<file path="config.mk">
export PLATFORM = sky130hd
export DESIGN_NAME = bsg_sipo
export DESIGN_NICKNAME = d
export VERILOG_FILES = /design/src/rtl/bsg_sipo.sv
export SDC_FILE = /design/constraint.sdc
export NUM_CORES = 1
export LEC_CHECK = 0
export ABC_AREA = 0
export BUFFER_PORTS_ARGS = -buffer_cell sky130_fd_sc_hd__buf_2
export CAP_MARGIN = 30
export CORE_UTILIZATION = 51
export CTS_BUF_LIST = sky130_fd_sc_hd__clkbuf_8
export DETAILED_ROUTE_END_ITERATION = 16
export MAX_ROUTING_LAYER = met4
export PLACE_DENSITY = 0.73
export SLEW_MARGIN = 5
export SYNTH_ARGS = -nofsm -noshare
export SYNTH_HDL_FRONTEND = slang
export SYNTH_SLANG_ARGS = --single-unit
</file>
<file path="constraint.sdc">
create_clock -name clk_i -period 2.2 [get_ports clk_i]
set_input_delay 0 -clock clk_i [delete_from_list [all_inputs] [get_ports clk_i]]
set_output_delay 0 -clock clk_i [all_outputs]
set_load 0.03 [all_outputs]
</file>
<file path="src/rtl/bsg_sipo.sv">
// Serial-in parallel-out deserializer, LSB first; BSG_SIPO_PARITY_EN appends an even-parity bit per frame.
// Latency: word visible the cycle after its last serial bit is accepted; sustains 1 bit/cycle.
// Backpressure: only the final frame bit stalls (buffer full and not yumi'd); earlier bits always accepted.
module bsg_sipo #(
    parameter int width_p = 8
) (
    input  logic               clk_i,
    input  logic               reset_n_i,
    input  logic               valid_i,
    output logic               yumi_o,
    input  logic               data_i,
    output logic               valid_o,
    input  logic               yumi_i,
    output logic [width_p-1:0] data_o
`ifdef BSG_SIPO_PARITY_EN
    ,
    output logic               parity_err_o
`endif
);

`ifdef BSG_SIPO_PARITY_EN
    localparam int frame_lp = width_p + 1;
`else
    localparam int frame_lp = width_p;
`endif
    localparam int cnt_w_lp = $clog2(frame_lp);
    localparam logic [cnt_w_lp-1:0] last_cnt_lp = cnt_w_lp'(frame_lp - 1);

    logic [width_p-1:0]  shift_r;
    logic [width_p-1:0]  shift_in;
    logic [cnt_w_lp-1:0] cnt_r;
    logic [width_p-1:0]  out_r;
    logic                out_v_r;
    logic                last;
    logic                stall;
    logic                frame_done;

    assign last       = (cnt_r == last_cnt_lp);
    assign stall      = last && out_v_r && !yumi_i;
    assign yumi_o     = valid_i && !stall && reset_n_i;
    assign frame_done = yumi_o && last;

    // Partial frame with the incoming bit merged at its position; a parity bit
    // lands past the word and leaves the data bits untouched.
    always_comb begin
        shift_in = shift_r;
        for (int k = 0; k < width_p; k++) begin
            if (int'(cnt_r) == k) begin
                shift_in[k] = data_i;
            end
        end
    end

    always_ff @(posedge clk_i or negedge reset_n_i) begin
        if (!reset_n_i) begin
            shift_r <= '0;
            cnt_r   <= '0;
        end else if (yumi_o) begin
            if (last) begin
                cnt_r <= '0;
            end else begin
                shift_r <= shift_in;
                cnt_r   <= cnt_r + cnt_w_lp'(1);
            end
        end
    end

    // A completing frame takes priority over the consume, so a same-cycle
    // yumi_i reloads the buffer without a bubble.
    always_ff @(posedge clk_i or negedge reset_n_i) begin
        if (!reset_n_i) begin
            out_r   <= '0;
            out_v_r <= 1'b0;
        end else if (frame_done) begin
            out_r   <= shift_in;
            out_v_r <= 1'b1;
        end else if (yumi_i) begin
            out_v_r <= 1'b0;
        end
    end

`ifdef BSG_SIPO_PARITY_EN
    logic parity_err_r;

    always_ff @(posedge clk_i or negedge reset_n_i) begin
        if (!reset_n_i) begin
            parity_err_r <= 1'b0;
        end else if (frame_done) begin
            parity_err_r <= (^shift_r) ^ data_i;
        end
    end

    assign parity_err_o = parity_err_r;
`endif

    assign valid_o = out_v_r;
    assign data_o  = out_r;

endmodule

</file>
---- Word-level counts from Yosys, hierarchy flattened ----
Index checks and enable logic that the tools add are counted.
cells by class
  add/subtract/negate cells ............... 1
  equal/unequal tests ..................... 8
  reductions and logical operators ........ 10
  mux-type cells .......................... 11
  bitwise logic cells ..................... 1
operators with widths
  cell                   number
  $eq A3 B3 Y1 const B   5
  $mux W1                10
  $eq A3 B2 Y1 const B   2
  $logic_and A1 B1 Y1    5
  $add A3 B1 Y3 const B  1
  $eq A3 B1 Y1 const B   1
  $logic_not A3 Y1       1
  $mux W3                1
  $logic_not A1 Y1       2
  $reduce_and A2 Y1      1
  $reduce_bool A2 Y1     1
  $not A1 Y1             1
storage, ports and cells
  output and inout bits ................... 10
  bits of input ports ..................... 5
  register bits ........................... 20
  logic and storage cells ................. 35

---- Depth between registers and ports, before layout ----
Gate-level depths: netlist (run 1).
  word-level depth ........................ 8
  depth in mapped cells ................... 5
  gate-level depth less buffers ........... 5

---- Least setup slack after synthesis (run 1) ----
No wires, ideal clock.
  path type ............................... register -> register
  from .................................... register cnt_r[0]
  to ...................................... register cnt_r[1]
  path buffers ............................ 0
  data required time ...................... 2075 ps
  clock period less this slack ............ 1765 ps
  setup slack ............................. 435 ps
  cell stages (with the launch flop) ...... 5
  setup time .............................. 125 ps
  arrival ................................. 1640 ps
  path through ............................ dfrtp_1 -> ha_1 -> ha_1 -> a31oi_2 -> mux2_2
on the way
  longest elaborated chain between the ends .. 6
  elaborated cells on any way between the ends .. 8
  classes of those cells .................. add/sub (1); eq/ne (1); mux (1); reduce/logical (5)
ends and longest elaborated chain
  element                           line  source
  from (decl)                       31    logic [cnt_w_lp-1:0] cnt_r;
  from (signal assigned)            63    cnt_r <= cnt_r + cnt_w_lp'(1);
  $eq A3 B3 Y1                      38    assign last = (cnt_r == last_cnt_lp);
  $logic_and A1 B1 Y1 (2 in a row)  39    assign stall = last && out_v_r && !yumi_i;
  $logic_not A1 Y1                  40    assign yumi_o = valid_i && !stall && reset_n_i;
  $logic_and A1 B1 Y1 (2 in a row)  40
  via yumi_o                        10    output logic yumi_o,
The timed path passes the listed nets, and every way through them passes these cells.
A chain may end at the register's enable or synchronous reset.

---- Final worst setup path (run 1) ----
  from .................................... register cnt_r[0]
  to ...................................... register out_r[6], in the netlist data_o[6]
on the way
  longest elaborated chain between the ends .. 7
  elaborated cells on any way between the ends .. 9
  classes of those cells .................. eq/ne (2); mux (1); reduce/logical (6)
ends and longest elaborated chain
  element                           line  source
  $eq A3 B3 Y1                      38
  $logic_and A1 B1 Y1 (2 in a row)  39
  $logic_not A1 Y1                  40
  $logic_and A1 B1 Y1 (2 in a row)  40
  $logic_and A1 B1 Y1               41    assign frame_done = yumi_o && last;
  to (signal assigned)              75    out_r <= shift_in;
  to (decl)                         32    logic [width_p-1:0] out_r;
Parallel ways exist; a longest one is shown, timed or not.

==> results.ini, run 1 <==
[status]
status = finished clean

[drt]
drt_wl_total_um = 1710
wire_per_inst_um = 14.3
top_layer = met4
drt_iter0_markers = 14
drc = 0
wl_met1_um = 793
via_per_inst = 5.28
met2_length_um = 856
met3WireLength_um = 36
via_count = 634
ant_nets = 0
first_pass_iters = 4

[floorplanning]
core.rowCount = 15
die_w_um = 46.1
io_pins = 15
start_util = 0.561
coreArea_um2 = 1760
die_h_um = 46.1
dieArea_um2 = 2120

[synth]
syn_inst = 77
synth_edf_count = 0
yosysWarningCount = 0
ys_types = 19
synth_top_area_cell = dfrtp_1
ys_ff_latch = 19
synth_flop_cell = dfrtp_1
syn-num-nets = 88
ys_async_sr_fraction = 1.00
avgSynthCellArea_um2 = 12.9
synthTopCellsByArea = dfrtp_1 48%, mux2_2 23%, ha_1 7.6%, nand2_1 3.8%, mux2_1 3.4%
netlist_top_cells_count = 20 x mux2_2, 19 x dfrtp_1, 10 x nand2_1
netlist_area_um2 = 990
synth.most_common_cell = mux2_2
synth_top_area_frac = 0.480
ys_seq_area_frac = 0.480

[layout]
syn2layout_area_growth_pct = 15.2
final_cells = 120
drive_gt1_frac = 0.432
nNetsFinal = 107
multiInputGateArea_um2 = 484
seqCellArea_um2 = 475
diodes = 0
fillers = 160
final_area_um2 = 1140

[timing]
layout_min_cycle_time_ps = 1790
finClkSkew_ps = 3.74
maxSlewViolCount = 0
finalHoldViolCount = 0
timing.final.crit_share = 0.813
max_freq_mhz = 559
final-setup-viol-count = 0
rsz0062_at_grt = false
tns_ps = 0
relSlewSlack = 0.791
tightest_slew_ps = 313

[setup_path]
endpoint_kind = register
critical_path_class = reg -> reg
startpoint_type = register
critPathArrivalTime_ps = 1930
cp_max_fo = 9
critPathRequiredTime_ps = 2340

[global_route]
grt_usage = 0.202
grt-ovfl-total = 0
grt_pass1_wl_um = 2900
grt_max_degree = 17
first_global_vias = 634
antenna_found_initial = 0

[place]
placedInstanceArea_um2 = 1080
dp.cells = 115
place_hpwl_um = 1290
gp_congestion = 0.825
io_buffers = 14

[job]
cap_viol_max_count = 0

[clock_network]
cts_buffer_depth = 2
cts_resized = 0
clock_latency_ps = 250
cts_tree = done
h-tree-depth = 1
clockRootBuffer = clkbuf_8
cts.sinks = 19
numCtsBuffers = 3
cts.clk_slew.worst_paths_ps = 70

[pwr]
leakagePower_uw = 0.000564
switching_share = 0.371
pwr-share-seq = 0.410
power_frac_comb = 0.424
p_clk_frac = 0.166
total_power_uw = 1460
peakVddDrop_mv = 0.658
power.internal_uw = 917
cellPowerDensity_nw_per_um2 = 1280
p_switching_uw = 541

[worst_hold_path]
hp-class = in -> reg

==> sequential cells by signal (all words and copies together) (netlist names) <==
signal / flops
shift_r: 7
data_o: 8
cnt_r: 3
valid_o: 1
==> cells in the final DEF (no fill, tap or decap), drive strengths merged, types with 3 or more instances in the layout <==
master  netlist  routed
mux2         23      23
dfrtp        19      19
buf           1      15
nand2        10      10
ha            6       6
inv           4       4
nand2b        3       3
clkbuf        1       3
==> through the flow <==
stage | worst slack (ps) | utilization | hold WS, ps
after floorplan | 435 | - | -296
after global placement | 475 | 0.614 | -92.8
after detailed placement | 433 | 0.614 | -92.9
after CTS | 417 | 0.646 | 138
after global routing | 275 | 0.646 | 150
final | 411 | 0.646 | 138
==> cell type report <==
type,count,area share
Multi-Input combinational cell,52,0.425
Clock inverter,1,0.00439
Clock buffer,3,0.0362
Tap cell,25,0.0274
Sequential cell,19,0.417
Timing Repair Buffer,16,0.0768
Inverter,4,0.0132
==> final timing paths <==
path                            start         end  slack (ps)  depth (start not counted)
min in group asynchronous   reset_n_i  shift_r[3]         180                          2
max reg2reg                  cnt_r[0]   data_o[6]         410                          5
min                            yumi_i     valid_o         140                          3
min reg2reg                shift_r[1]  shift_r[1]         490                          1
max                          cnt_r[0]   data_o[6]         410                          5
max in group asynchronous   reset_n_i   data_o[0]        1590                          3
==> critical path, stage by stage (launching register included) <==
cell	delay, ps
dfrtp_1	400
ha_1	200
ha_1	250
nand3_1	140
a21oi_4	300
mux2_2	380
==> power by group through the flow <==
stage          registers (uW)  logic [uW]  clock network [uW]
2_1_floorplan             699         379                   0
5_1_grt                   619         681                 261
3_5_place_dp              608         623                   0
3_3_place_gp              594         606                   0
6_report                  597         618                 242
4_1_cts                   601         627                 243
==> cell families after synthesis <==
logic type      synth area share
mux                        0.272
simple gates              0.0999
buf+inv                   0.0303
compound gates            0.0417
fa+ha+maj                 0.0759
flops                      0.480
==> what timing repair did <==
action / CTS / global route
buffers inserted: 0 / 0
hold buffers: 1 / 0
endpoints found under the hold margin: 19 / 0
==> layer usage <==
layer | vias up | GRT usage
met1 | 313 | 0.265
met3 | 4 | 0.0353
li1 | 307 | -
met4 | 0 | 0.0706
met2 | 10 | 0.315
met5 | - | -
(Power assumes the default switching activity.)
==> run 2: changes to the inputs <==
clock period = 1.7 ns   (was 2.2 ns; I/O delays follow)
==> results.ini, run 2 (synthesized netlist as in run 1, its figures left out) <==
[timing]
maxSlewViolCount = 0  ; unchanged
finClkSkew_ps = 2.29  ; -1.45 ps
tns_ps = 0  ; unchanged
layout_min_cycle_time_ps = 1660  ; -131 ps
tightest_slew_ps = 233  ; -80.1 ps
finalHoldViolCount = 0  ; unchanged
relSlewSlack = 0.845  ; +0.0539
final-setup-viol-count = 0  ; unchanged
timing.final.crit_share = 0.975  ; +0.162
max_freq_mhz = 603  ; +7.9%

[clock_network]
h-tree-depth = 1  ; unchanged
cts.sinks = 19  ; unchanged
clock_latency_ps = 250  ; about the same
cts.clk_slew.worst_paths_ps = 70  ; about the same
cts_buffer_depth = 2  ; unchanged
clockRootBuffer = clkbuf_8
cts_tree = done
numCtsBuffers = 3  ; unchanged

[setup_path]
cp_max_fo = 8  ; -1
endpoint_kind = register
startpoint_type = register
r2r-start = cnt_r[0]
critPathArrivalTime_ps = 1790  ; -140 ps
startpoint = cnt_r[0]
critical_path_class = reg -> reg
rrSetupSlack_ps = 40  ; -370 ps
reg2reg_depth = 6  ; +1
cp-endpoint = data_o[1]
r2r_end = data_o[1]
critPathRequiredTime_ps = 1840  ; -500 ps

[layout]
drive_gt1_frac = 0.490  ; +0.0586
nNetsFinal = 114  ; +6.5%
diodes = 0  ; unchanged
mostFrequentLayoutCells = 20 x mux2_2, 19 x dfrtp_1, 14 x buf_2, 10 x nand2_1, 7 x buf_4
syn2layout_area_growth_pct = 23.1
largest_reg_flops = 8  ; unchanged
final_common_cell = mux2_2
fillers = 149  ; -6.9%

[global_route]
grt-ovfl-total = 0  ; unchanged
antenna_found_initial = 0  ; unchanged
grt_max_degree = 16  ; -1
grt_usage = 0.232  ; +0.0298
grt_pass1_wl_um = 3240  ; +12%
first_global_vias = 691  ; +9.0%

[worst_hold_path]
hp-class = in -> async

[pwr]
total_power_uw = 1990  ; +36%
cellPowerDensity_nw_per_um2 = 1630  ; +28%
peakVddDrop_mv = 0.953  ; +45%
leakagePower_uw = 0.000600  ; +6.3%

[drt]
drt_iter0_markers = 1  ; -13
drt_wl_total_um = 1930  ; +13%
first_pass_iters = 2  ; -2
via_count = 658  ; +3.8%
ant_nets = 0  ; unchanged
drc = 0  ; unchanged
via_per_inst = 5.18  ; -1.9%
wire_per_inst_um = 15.2  ; +6.8%

[floorplanning]
core.rowCount = 15  ; unchanged
io_pins = 15  ; unchanged
dieArea_um2 = 2120  ; unchanged
start_util = 0.561  ; unchanged
coreArea_um2 = 1760  ; unchanged
die_h_um = 46.1  ; unchanged
die_w_um = 46.1  ; unchanged

[job]
cap_viol_max_count = 0  ; unchanged

[status]
status = finished clean

[place]
gp_congestion = 0.831  ; +0.69%
place_hpwl_um = 1360  ; +5.5%
io_buffers = 14  ; unchanged

-- run 2: changes by cell type in the layout (fill, tap and decap cells not counted) --
cell / previous run / this run
a31oi_4: 0 / 1
ha_2: 0 / 2
buf_4: 1 / 7
ha_1: 6 / 4
buf_12: 0 / 1
a31oi_2: 1 / 0
-- run 2: timing repair --
| action | 4_1_cts | 5_1_grt |
|---|---|---|
| setup endpoints to repair | 8 | 13 |
| pin swaps | 0 | 2 |
| hold endpoints to repair | 19 | 0 |
| setup buffers | 2 | 1 |
| hold buffers | 1 | 0 |
| gates resized for setup | 0 | 2 |
-- run 2: where the power goes --
part           internal, uW  switching [uW]
Clock                   162             142
Sequential              645             108
Combinational           451             479
-- run 2: critical path, stage by stage, from the launching register on --
cell,delay [ps]
dfrtp_1,370
ha_2,210
ha_2,200
nand3_1,110
a21oi_4,180
buf_12,140
mux2_2,330
-- run 2: metrics by stage --
stage / worst slack, ps / utilization / hold WS [ps] / instance area (um2) / std cells
6_report: 41.7 / 0.691 / 135 / 1220 / 127
5_1_grt: -29.4 / 0.691 / 147 / 1220 / 127
4_1_cts: 26.0 / 0.684 / 123 / 1210 / 126
3_5_place_dp: -0.496 / 0.636 / -136 / 1120 / 119
3_3_place_gp: 37.4 / 0.636 / -138 / 1120 / 119
2_1_floorplan: 52.3 / - / -296 / 998 / 77
-- run 2: cell type report --
cell class / count / area, um2 / share of cell area
multi-input combinational: 52 / 498 / 0.409
sequential: 19 / 475 / 0.390
timing repair buffer: 23 / 153 / 0.125
clock buffer: 3 / 41.3 / 0.0339
tap: 25 / 31.3 / 0.0257
inverter: 4 / 15.0 / 0.0123
clock inverter: 1 / 5.00 / 0.00411
-- run 2: worst min-delay path by stage --
stage | cells past startpoint | slack [ps] | from | to
after global routing | 3 | 150 | yumi_i | valid_o
after detailed placement | 1 | -140 | reset_n_i | shift_r[6]
after CTS | 2 | 120 | reset_n_i | data_o[6]
final | 2 | 130 | reset_n_i | valid_o
after global placement | 1 | -140 | reset_n_i | shift_r[6]
after floorplan | 0 | -300 | reset_n_i | cnt_r[0]
-- run 2: routing by layer --
layer / vias to the layer above / routed length (um) / GRT usage
li1: 321 / - / -
met1: 324 / 846 / 0.278
met2: 11 / 1030 / 0.394
met3: 2 / 42 / 0.0471
met4: 0 / 11 / 0.0647
met5: - / 0 / -
==> run 3: changes to the inputs <==
PLACE_DENSITY = default   (was 0.73)
PLACE_DENSITY_LB_ADDON = 0.3   (was default)
REMOVE_ABC_BUFFERS = 1   (was default)
==> results.ini, run 3 (synthesized netlist as in run 1, its figures left out) <==
[setup_path]
startpoint_type = register
crit_path_frequent_cell = buf_4
endpoint_kind = primary output
reg2reg_depth = 6  ; unchanged
critPathRequiredTime_ps = 1700  ; -140 ps
cp_top_family = buffers and inverters
cp_max_fo = 4  ; -4
critPathArrivalTime_ps = 1650  ; -140 ps
startpoint = cnt_r[0]
critPathSlowestCell = dfrtp_1
worst_path_largest_cell_delay_ps = 390  ; +20 ps
rrSetupSlack_ps = 70  ; +30 ps
cp_num_buf_inv = 3  ; +2
path_cells = ha_2 -> ha_2 -> buf_4 -> a31oi_2 -> buf_4 -> buf_4
critical_path_class = reg -> out
r2r-start = cnt_r[1]
r2r_end = data_o[4]

[timing]
max_freq_mhz = 607  ; +0.71%
hold_ws_ps = 109  ; -26.0 ps
timing.final.crit_share = 0.969  ; -0.00691
final-setup-viol-count = 0  ; unchanged
maxSlewViolCount = 0  ; unchanged
layout_min_cycle_time_ps = 1650  ; -11.8 ps
setup_ws_ps = 53.5  ; +11.8 ps
relSlewSlack = 0.849  ; +0.00424
finClkSkew_ps = 4.03  ; +1.74 ps
tightest_slew_ps = 226  ; -6.36 ps
finalHoldViolCount = 0  ; unchanged
tns_ps = 0  ; unchanged
rsz0062_at_grt = false

[drt]
first_pass_iters = 4  ; +2
drc = 0  ; unchanged
drt_wl_total_um = 1780  ; -8.1%
via_per_inst = 5.17  ; -0.30%
wire_per_inst_um = 14.0  ; -8.1%
via_count = 656  ; -0.30%
ant_nets = 0  ; unchanged
drt_iter0_markers = 6  ; +5

[floorplanning]
dieArea_um2 = 2120  ; unchanged
die_w_um = 46.1  ; unchanged
core.rowCount = 15  ; unchanged
io_pins = 15  ; unchanged
coreArea_um2 = 1760  ; unchanged
die_h_um = 46.1  ; unchanged
start_util = 0.561  ; unchanged

[layout]
nNetsFinal = 114  ; unchanged
final_common_cell = mux2_2
diodes = 0  ; unchanged
drive_gt1_frac = 0.490  ; unchanged
largest_reg_flops = 8  ; unchanged
syn2layout_area_growth_pct = 22.6
mostFrequentLayoutCells = 20 x mux2_2, 19 x dfrtp_1, 13 x buf_2, 10 x nand2_1, 8 x buf_4
final_cells = 127  ; unchanged

[global_route]
grt_usage = 0.205  ; -0.0272
grt_util_met3 = 0.0471  ; unchanged
grt-ovfl-total = 0  ; unchanged
grt.met2_usage = 0.324  ; -0.0704
grt_pass1_wl_um = 2950  ; -8.9%
antenna_found_initial = 0  ; unchanged
first_global_vias = 671  ; -2.9%
grtUsageMet1 = 0.266  ; -0.0118
top_usage_layer = met2
grt_max_degree = 16  ; unchanged

[clock_network]
numCtsBuffers = 3  ; unchanged
h-tree-depth = 1  ; unchanged
cts_buffer_depth = 2  ; unchanged
clock_latency_ps = 250  ; about the same
cts.clk_slew.worst_paths_ps = 70  ; about the same
cts_tree = done
clockRootBuffer = clkbuf_8
cts.sinks = 19  ; unchanged

[pwr]
cellPowerDensity_nw_per_um2 = 1620  ; -0.72%
leakagePower_uw = 0.000599  ; -0.16%
peakVddDrop_mv = 1.12  ; +18%
total_power_uw = 1970  ; -1.1%

[status]
status = finished clean

[worst_hold_path]
hp-class = in -> async

[place]
io_buffers = 14  ; unchanged
dp.cells = 121  ; +1.7%
place_hpwl_um = 1300  ; -4.4%
gp_congestion = 0.925  ; +11%
place_ws_ps = 50.4  ; +50.9 ps

[job]
cap_viol_max_count = 0  ; unchanged

run 3: cell types whose count changed in the layout (fill, tap and decap cells not counted):
cell      delta
a31oi_2      +1
a31oi_4      -1
buf_2        -1
buf_4        +1
clkinv_2     -1
ha_1         -1
ha_2         +1
inv_1        +1
run 3: worst max-delay path by stage:
stage,end,slack (ps),cells after the start
floorplan,cnt_r[1],-60,4
global placement,shift_r[2],90,5
detailed placement,shift_r[2],50,5
CTS,yumi_o,20,6
global route,yumi_o,1,6
finish,yumi_o,50,6
run 3: metal layers:
metal,share of wire,wire [um],vias up
li1,-,-,320
met1,0.50,883,324
met5,0,0,-
met2,0.47,842,10
met4,0.0034,6,0
met3,0.025,44,2
run 3: layout make-up:
type                    instances  area (um2)
well taps                      25        31.3
clock inverters                 1        3.75
repair buffers                 23         155
fillers                       135         551
clock buffers                   3        41.3
multi-input cells              52         492
flip-flops and latches         19         475
inverters                       4        15.0
run 3: report_power, final:
part / total (uW) / switching (uW) / leakage [uW] / internal (uW)
Clock: 301 / 141 / 0.0000269 / 160
Combinational: 919 / 473 / 0.000332 / 446
Sequential: 746 / 101 / 0.000240 / 645
run 3: worst register-to-register path, stage by stage, from the launching register on:
cell	delay, ps
dfrtp_1	360
ha_2	200
ha_2	210
nand3_1	110
a21oi_4	160
buf_12	150
mux2_2	330
run 3: timing repair:
action / CTS / global route
endpoints found under the hold margin: 19 / 0
hold buffers: 1 / 0
pin swaps: 0 / 1
setup buffers: 0 / 1
setup endpoints to repair: 1 / 13
cloned: 0 / 0
resized for setup: 1 / 3
run 3: metrics by stage:
| step | utilization | instance area, um2 |
|---|---|---|
| after global routing | 0.688 | 1210 |
| final | 0.688 | 1210 |
| after floorplan | - | 975 |
| after global placement | 0.640 | 1130 |
| after detailed placement | 0.640 | 1130 |
| after CTS | 0.672 | 1190 |
